==> src/rtl/uart_pkg.sv <==
// Shared definitions for the UART transmit/receive blocks: FSM states,
// line levels, legal word widths and the parity helper.
package uart_pkg;

    typedef enum logic [2:0] {
        IDLE   = 3'd0,
        START  = 3'd1,
        DATA   = 3'd2,
        PARITY = 3'd3,
        STOP   = 3'd4
    } uart_state_e;

    localparam logic UART_IDLE_LEVEL = 1'b1;
    localparam logic START_LEVEL     = 1'b0;
    localparam logic STOP_LEVEL      = 1'b1;

    localparam int DATA_BITS_MIN = 5;
    localparam int DATA_BITS_MAX = 9;

    // Parity over a word zero-extended to the widest legal size; the padding
    // bits do not change the XOR. odd = 1 inverts the even result.
    function automatic logic parity_bit(input logic [DATA_BITS_MAX-1:0] word,
                                        input logic odd);
        return (^word) ^ odd;
    endfunction

endpackage

==> src/rtl/uart_bit_timer.sv <==
// Bit-period timer: counts 0..CLKS_PER_BIT-1 while enabled and strobes
// o_bit_end in the last cycle of each bit period. Shared with the receiver.
module uart_bit_timer #(
    parameter int CLKS_PER_BIT = 434
) (
    input  logic i_clk,
    input  logic i_rst,
    input  logic i_clear,
    input  logic i_en,
    output logic o_bit_end
);

    localparam int CNT_W = $clog2(CLKS_PER_BIT);
    localparam logic [CNT_W-1:0] CNT_LAST = CNT_W'(CLKS_PER_BIT - 1);

    logic [CNT_W-1:0] cnt_q;
    logic [CNT_W-1:0] cnt_d;

    // Next count: clear wins, otherwise advance and wrap at the bit boundary.
    always_comb begin
        cnt_d = cnt_q;
        if (i_clear) begin
            cnt_d = '0;
        end else if (i_en) begin
            cnt_d = (cnt_q == CNT_LAST) ? '0 : cnt_q + 1'b1;
        end
    end

    // Counter register.
    always_ff @(posedge i_clk) begin
        if (i_rst) begin
            cnt_q <= '0;
        end else begin
            cnt_q <= cnt_d;
        end
    end

    assign o_bit_end = i_en && !i_clear && (cnt_q == CNT_LAST);

endmodule

==> src/rtl/uart_tx_frame.sv <==
// UART transmitter: configurable word width, LSB first, optional even/odd
// parity and one or two stop bits, fed through a valid/ready handshake.
module uart_tx_frame
    import uart_pkg::*;
#(
    parameter int CLKS_PER_BIT = 434,
    parameter int DATA_BITS    = 8
) (
    input  logic                 i_Clock,
    input  logic                 i_Reset,
    input  logic                 i_valid,
    output logic                 o_ready,
    input  logic [DATA_BITS-1:0] i_data,
    input  logic                 i_parity_en,
    input  logic                 i_parity_odd,
    input  logic                 i_two_stop,
    output logic                 o_TX,
    output logic                 o_TX_Active,
    output logic                 o_TX_Done
);

    if (CLKS_PER_BIT < 2 || DATA_BITS < DATA_BITS_MIN || DATA_BITS > DATA_BITS_MAX) begin : g_param_check
        $error("uart_tx_frame: CLKS_PER_BIT must be >= 2 and DATA_BITS within 5..9");
    end

    localparam int IDX_W = $clog2(DATA_BITS);
    localparam logic [IDX_W-1:0] IDX_LAST = IDX_W'(DATA_BITS - 1);

    uart_state_e          state_q, state_d;
    logic                 tx_q, tx_d;
    logic                 active_q, active_d;
    logic                 ready_q, ready_d;
    logic                 done_q, done_d;
    logic [DATA_BITS-1:0] shift_q, shift_d;
    logic [IDX_W-1:0]     bit_idx_q, bit_idx_d;
    logic                 par_en_q, par_en_d;
    logic                 parity_q, parity_d;
    logic                 two_stop_q, two_stop_d;
    logic                 stop_cnt_q, stop_cnt_d;

    logic                 timer_clear;
    logic                 bit_end;

    // The timer sits at zero in IDLE so a fresh bit period starts on accept.
    assign timer_clear = (state_q == IDLE);

    uart_bit_timer #(
        .CLKS_PER_BIT(CLKS_PER_BIT)
    ) u_bit_timer (
        .i_clk    (i_Clock),
        .i_rst    (i_Reset),
        .i_clear  (timer_clear),
        .i_en     (!timer_clear),
        .o_bit_end(bit_end)
    );

    // Frame sequencing: each transition also sets the line level for the next bit.
    always_comb begin
        state_d    = state_q;
        tx_d       = tx_q;
        active_d   = active_q;
        ready_d    = ready_q;
        done_d     = 1'b0;
        shift_d    = shift_q;
        bit_idx_d  = bit_idx_q;
        par_en_d   = par_en_q;
        parity_d   = parity_q;
        two_stop_d = two_stop_q;
        stop_cnt_d = stop_cnt_q;

        case (state_q)
            IDLE: begin
                tx_d     = UART_IDLE_LEVEL;
                active_d = 1'b0;
                ready_d  = 1'b1;
                if (i_valid && ready_q) begin
                    shift_d    = i_data;
                    par_en_d   = i_parity_en;
                    parity_d   = parity_bit(DATA_BITS_MAX'(i_data), i_parity_odd);
                    two_stop_d = i_two_stop;
                    bit_idx_d  = '0;
                    stop_cnt_d = 1'b0;
                    state_d    = START;
                    tx_d       = START_LEVEL;
                    active_d   = 1'b1;
                    ready_d    = 1'b0;
                end
            end

            START: begin
                if (bit_end) begin
                    state_d = DATA;
                    tx_d    = shift_q[0];
                end
            end

            DATA: begin
                if (bit_end) begin
                    if (bit_idx_q == IDX_LAST) begin
                        bit_idx_d = '0;
                        if (par_en_q) begin
                            state_d = PARITY;
                            tx_d    = parity_q;
                        end else begin
                            state_d    = STOP;
                            tx_d       = STOP_LEVEL;
                            stop_cnt_d = 1'b0;
                        end
                    end else begin
                        bit_idx_d = bit_idx_q + 1'b1;
                        shift_d   = {1'b0, shift_q[DATA_BITS-1:1]};
                        tx_d      = shift_q[1];
                    end
                end
            end

            PARITY: begin
                if (bit_end) begin
                    state_d    = STOP;
                    tx_d       = STOP_LEVEL;
                    stop_cnt_d = 1'b0;
                end
            end

            STOP: begin
                if (bit_end) begin
                    if (two_stop_q && !stop_cnt_q) begin
                        stop_cnt_d = 1'b1;
                    end else begin
                        stop_cnt_d = 1'b0;
                        state_d    = IDLE;
                        tx_d       = UART_IDLE_LEVEL;
                        active_d   = 1'b0;
                        ready_d    = 1'b1;
                        done_d     = 1'b1;
                    end
                end
            end

            default: begin
                state_d    = IDLE;
                tx_d       = UART_IDLE_LEVEL;
                active_d   = 1'b0;
                ready_d    = 1'b1;
                bit_idx_d  = '0;
                stop_cnt_d = 1'b0;
            end
        endcase
    end

    // State and registered outputs; reset aborts any frame without a done pulse.
    always_ff @(posedge i_Clock) begin
        if (i_Reset) begin
            state_q    <= IDLE;
            tx_q       <= UART_IDLE_LEVEL;
            active_q   <= 1'b0;
            ready_q    <= 1'b1;
            done_q     <= 1'b0;
            shift_q    <= '0;
            bit_idx_q  <= '0;
            par_en_q   <= 1'b0;
            parity_q   <= 1'b0;
            two_stop_q <= 1'b0;
            stop_cnt_q <= 1'b0;
        end else begin
            state_q    <= state_d;
            tx_q       <= tx_d;
            active_q   <= active_d;
            ready_q    <= ready_d;
            done_q     <= done_d;
            shift_q    <= shift_d;
            bit_idx_q  <= bit_idx_d;
            par_en_q   <= par_en_d;
            parity_q   <= parity_d;
            two_stop_q <= two_stop_d;
            stop_cnt_q <= stop_cnt_d;
        end
    end

    assign o_TX        = tx_q;
    assign o_TX_Active = active_q;
    assign o_TX_Done   = done_q;
    assign o_ready     = ready_q;

endmodule

==> config.mk <==
export PLATFORM = sky130hd
export DESIGN_NAME = uart_tx_frame
export DESIGN_NICKNAME = d
export VERILOG_FILES = /design/src/rtl/uart_pkg.sv /design/src/rtl/uart_bit_timer.sv /design/src/rtl/uart_tx_frame.sv
export SDC_FILE = /design/constraint.sdc
export NUM_CORES = 1
export LEC_CHECK = 0
export CAP_MARGIN = 20
export CORE_MARGIN = 3
export CORE_UTILIZATION = 50
export CTS_BUF_LIST = sky130_fd_sc_hd__clkbuf_8 sky130_fd_sc_hd__clkbuf_16
export DETAILED_ROUTE_END_ITERATION = 8
export DONT_BUFFER_PORTS = 1
export SLEW_MARGIN = 20
export SYNTH_ARGS = -nofsm -noshare
export SYNTH_HDL_FRONTEND = slang
export SYNTH_HIERARCHICAL = 1
export SYNTH_SLANG_ARGS = --single-unit
==> constraint.sdc <==
create_clock -name i_Clock -period 3.1 [get_ports i_Clock]
set_input_delay 0.465 -clock i_Clock [delete_from_list [all_inputs] [get_ports i_Clock]]
set_output_delay 0.465 -clock i_Clock [all_outputs]
set_load 0.1 [all_outputs]
==> flow_metrics.tcl <==
set metrics [dict create \
    run_status "finished clean" \
    globalplace.congestion 0.872 \
    setup_tns_ns 0 \
    vias 1357 \
    syn_inst 187 \
    numClockSinks 31 \
    cts_max_level 2 \
    synth_nets 206 \
    power_switching_share_pct 40.4 \
    rows 20 \
    seq_power_share_pct 38.0 \
    hold_viol 0 \
    grt_overflow 0 \
    antenna_found_initial 0 \
    die_x_um 65 \
    seq_area_frac_synth_pct 35.7 \
    finalCritPeriodShare_pct 91.1 \
    p_comb_share_pct 40.8 \
    peakVddDrop_mv 0.420 \
    setup_viol 0 \
    fin_util_pct 59.5 \
    initial_core_util_pct 54.8 \
    p_switching_mw 0.656 \
    cts_tree "yes" \
    syn_area_per_cell_um2 9.31 \
    syn-cell-area_um2 1740 \
    port-buffer-count 0 \
    ys_ff_latch 31 \
    ys_warn_count 6 \
    finalMaxSlewViolations 0 \
    dpl.hpwl_um 2530 \
    arrival_ns 3.00 \
    crit_fanout 10 \
    mostFrequentLayoutCell "dfxtp_1" \
    required_ns 3.28 \
    power_density_nw_per_um2 858 \
    grt_pass1_vias 1290 \
    drt_iter0_drc 73 \
    rsz0062_at_grt "true" \
    die_h_um 65 \
    area_growth_pct 8.70 \
    drc 0 \
    period_minus_slack_ns 2.82 \
    grt_max_degree 25 \
    cp_slowest_cell "a311oi_1" \
    crit_buf_inv 3 \
    grtUsageTotal_pct 17.9 \
    timing.hold.ws_ns 0.247 \
    fmax_ghz 0.354 \
    synth_enable_flop_cells 0 \
    leakagePower_nw 0.723 \
    clk_latency_ns 0.28 \
    cpLargestDelayFamily "simple AND/OR/NAND/NOR gates" \
    grt_pass1_wl_um 5780 \
    antenna_left 0 \
    synth_cell_type_count 53 \
    numCtsBuffers 5 \
    place_inst 227 \
    relSlewSlack_pct 35.3 \
    antenna_cells 0 \
    slowest_delay_ns 0.62 \
    critPathLaunchType "flip-flop" \
    fin_skew_ns 0.00261 \
    p_int_mw 0.968 \
    path_cells "inv_1, nand2_1, inv_1, nor4_1, buf_4, nand2_2, a311oi_1, mux2i_1, nor2_1" \
    clock_power_share_pct 21.3 \
    ios 18 \
    totalWireLength_um 3420 \
    fin_cells 236 \
    wl_per_cell_um 14.5 \
    clk_pin_slew_worst_paths_ns 0.06 \
    cts_hold_buf 0 \
    maxCapViolations 0 \
    drive_above_1_share_pct 13.0 \
    worst_pin_slew_ns 0.970 \
    final_cell_mix "dfxtp_1 (30), nor2_1 (22), mux2i_1 (11)" \
    nNetsFinal 210 \
    async_reset_ff_share_pct 0 \
    core-area_um2 3180 \
    cts_root_buffer "clkbuf_8" \
    hold_path.class "input port to flip-flop" \
    cp-end-kind "flip-flop" \
    clockBufferDepth 2 \
    cp_common_cell "inv_1" \
    power.total_mw 1.62 \
    synth_top_flop_cell "dfxtp_1" \
    drtPass1Iterations 4 \
    viasPerCell 5.75 \
    crit_type "flip-flop to flip-flop" \
    die-area_um2 4230 \
]
-- power by group through the flow --
stage          logic (mW)  clock network, mW  registers, mW
2_1_floorplan       0.556                  0          0.606
3_3_place_gp        0.621                  0          0.617
3_5_place_dp        0.628                  0          0.622
4_1_cts             0.633              0.358          0.614
5_1_grt             0.728              0.374          0.627
6_report            0.662              0.345          0.617
-- path summary, 6_finish.rpt --
check                                        startpoint                        end  slack (ns)  cells after the start
worst min register to register  stop_cnt_q$_SDFFE_PP0P_    stop_cnt_q$_SDFFE_PP0P_        0.48                      2
worst max-delay path            state_q[1]$_SDFFE_PP0P_  bit_idx_q[0]$_SDFFE_PP0P_        0.28                      9
worst min-delay path                            i_Reset    stop_cnt_q$_SDFFE_PP0P_        0.25                      1
worst max register to register  state_q[1]$_SDFFE_PP0P_  bit_idx_q[0]$_SDFFE_PP0P_        0.28                      9
-- layer usage --
metal / up-vias / part of all wire (%) / global-route usage (%) / wire [µm]
li1: 689 / - / - / -
met1: 638 / 45 / 20.4 / 1550
met2: 20 / 49 / 29.6 / 1660
met3: 10 / 3.7 / 6.07 / 126
met4: 0 / 2.4 / 8.71 / 82
met5: - / 0 / 0 / 0
-- cells by family after synthesis --
group                      share of synthesized area, %
and+or+nand+nor                                    26.3
DFF                                                35.7
buffers and inverters                              4.53
xor gates and xnor gates                           5.32
AOI/OAI and AO/OA                                  18.3
muxes                                              6.33
adders and majority gates                          3.59
-- synth_stat cells, drive strengths merged, types with 2 or more instances --
library cell  instances  share of area [%]
dfxtp                31                 36
nor2                 22                4.7
mux2i                11                6.3
a21oi                10                3.1
o21ai                 9                2.6
a211oi                8                3.5
inv                   7                1.5
nand2                 7                1.7
buf                   5                2.6
ha                    5                3.6
nand3                 5                2.2
nor2b                 5                1.8
xor2                  5                2.5
nand2b                4                1.4
nand4                 4                2.2
or3                   4                1.4
nand3b                3                2.0
nor3                  3               0.86
nor3b                 3                1.3
or2                   3                1.1
xnor2                 3                1.5
a21boi                2               0.86
a21o                  2               0.86
a31oi                 2               0.72
clkbuf                2               0.43
nor4                  2               0.72
o21bai                2               0.86
or3b                  2                1.0
-- state kept, by name, summed over array words and instances (netlist names) --
name               cells
shift_q                8
o_TX                   1
u_bit_timer/cnt_q      9
state_q                3
bit_idx_q              3
o_TX_Done              1
o_ready                1
o_TX_Active            1
par_en_q               1
parity_q               1
stop_cnt_q             1
two_stop_q             1
-- area by class of cell --
cell class                 count  area, µm²
multi-input combinational    142       1050
timing repair buffer           4       42.5
tap                           44       55.1
clock buffer                   7       96.3
clock inverter                 1       3.75
fill                         294       1290
inverter                       7       26.3
sequential                    31        622
-- per-stage QoR --
step                      setup WS [ns]  area, µm²
final                             0.277       1890
after global routing           -0.00333       1890
after CTS                         0.292       1870
after global placement            0.399       1770
after floorplan                   0.479       1740
after detailed placement          0.324       1770
-- repair_timing --
action	CTS	global route
setup endpoints to repair	0	10
gates resized for setup	0	1
endpoints found under the hold margin	0	0
buffers inserted	0	1
(Power assumes the default switching activity.)
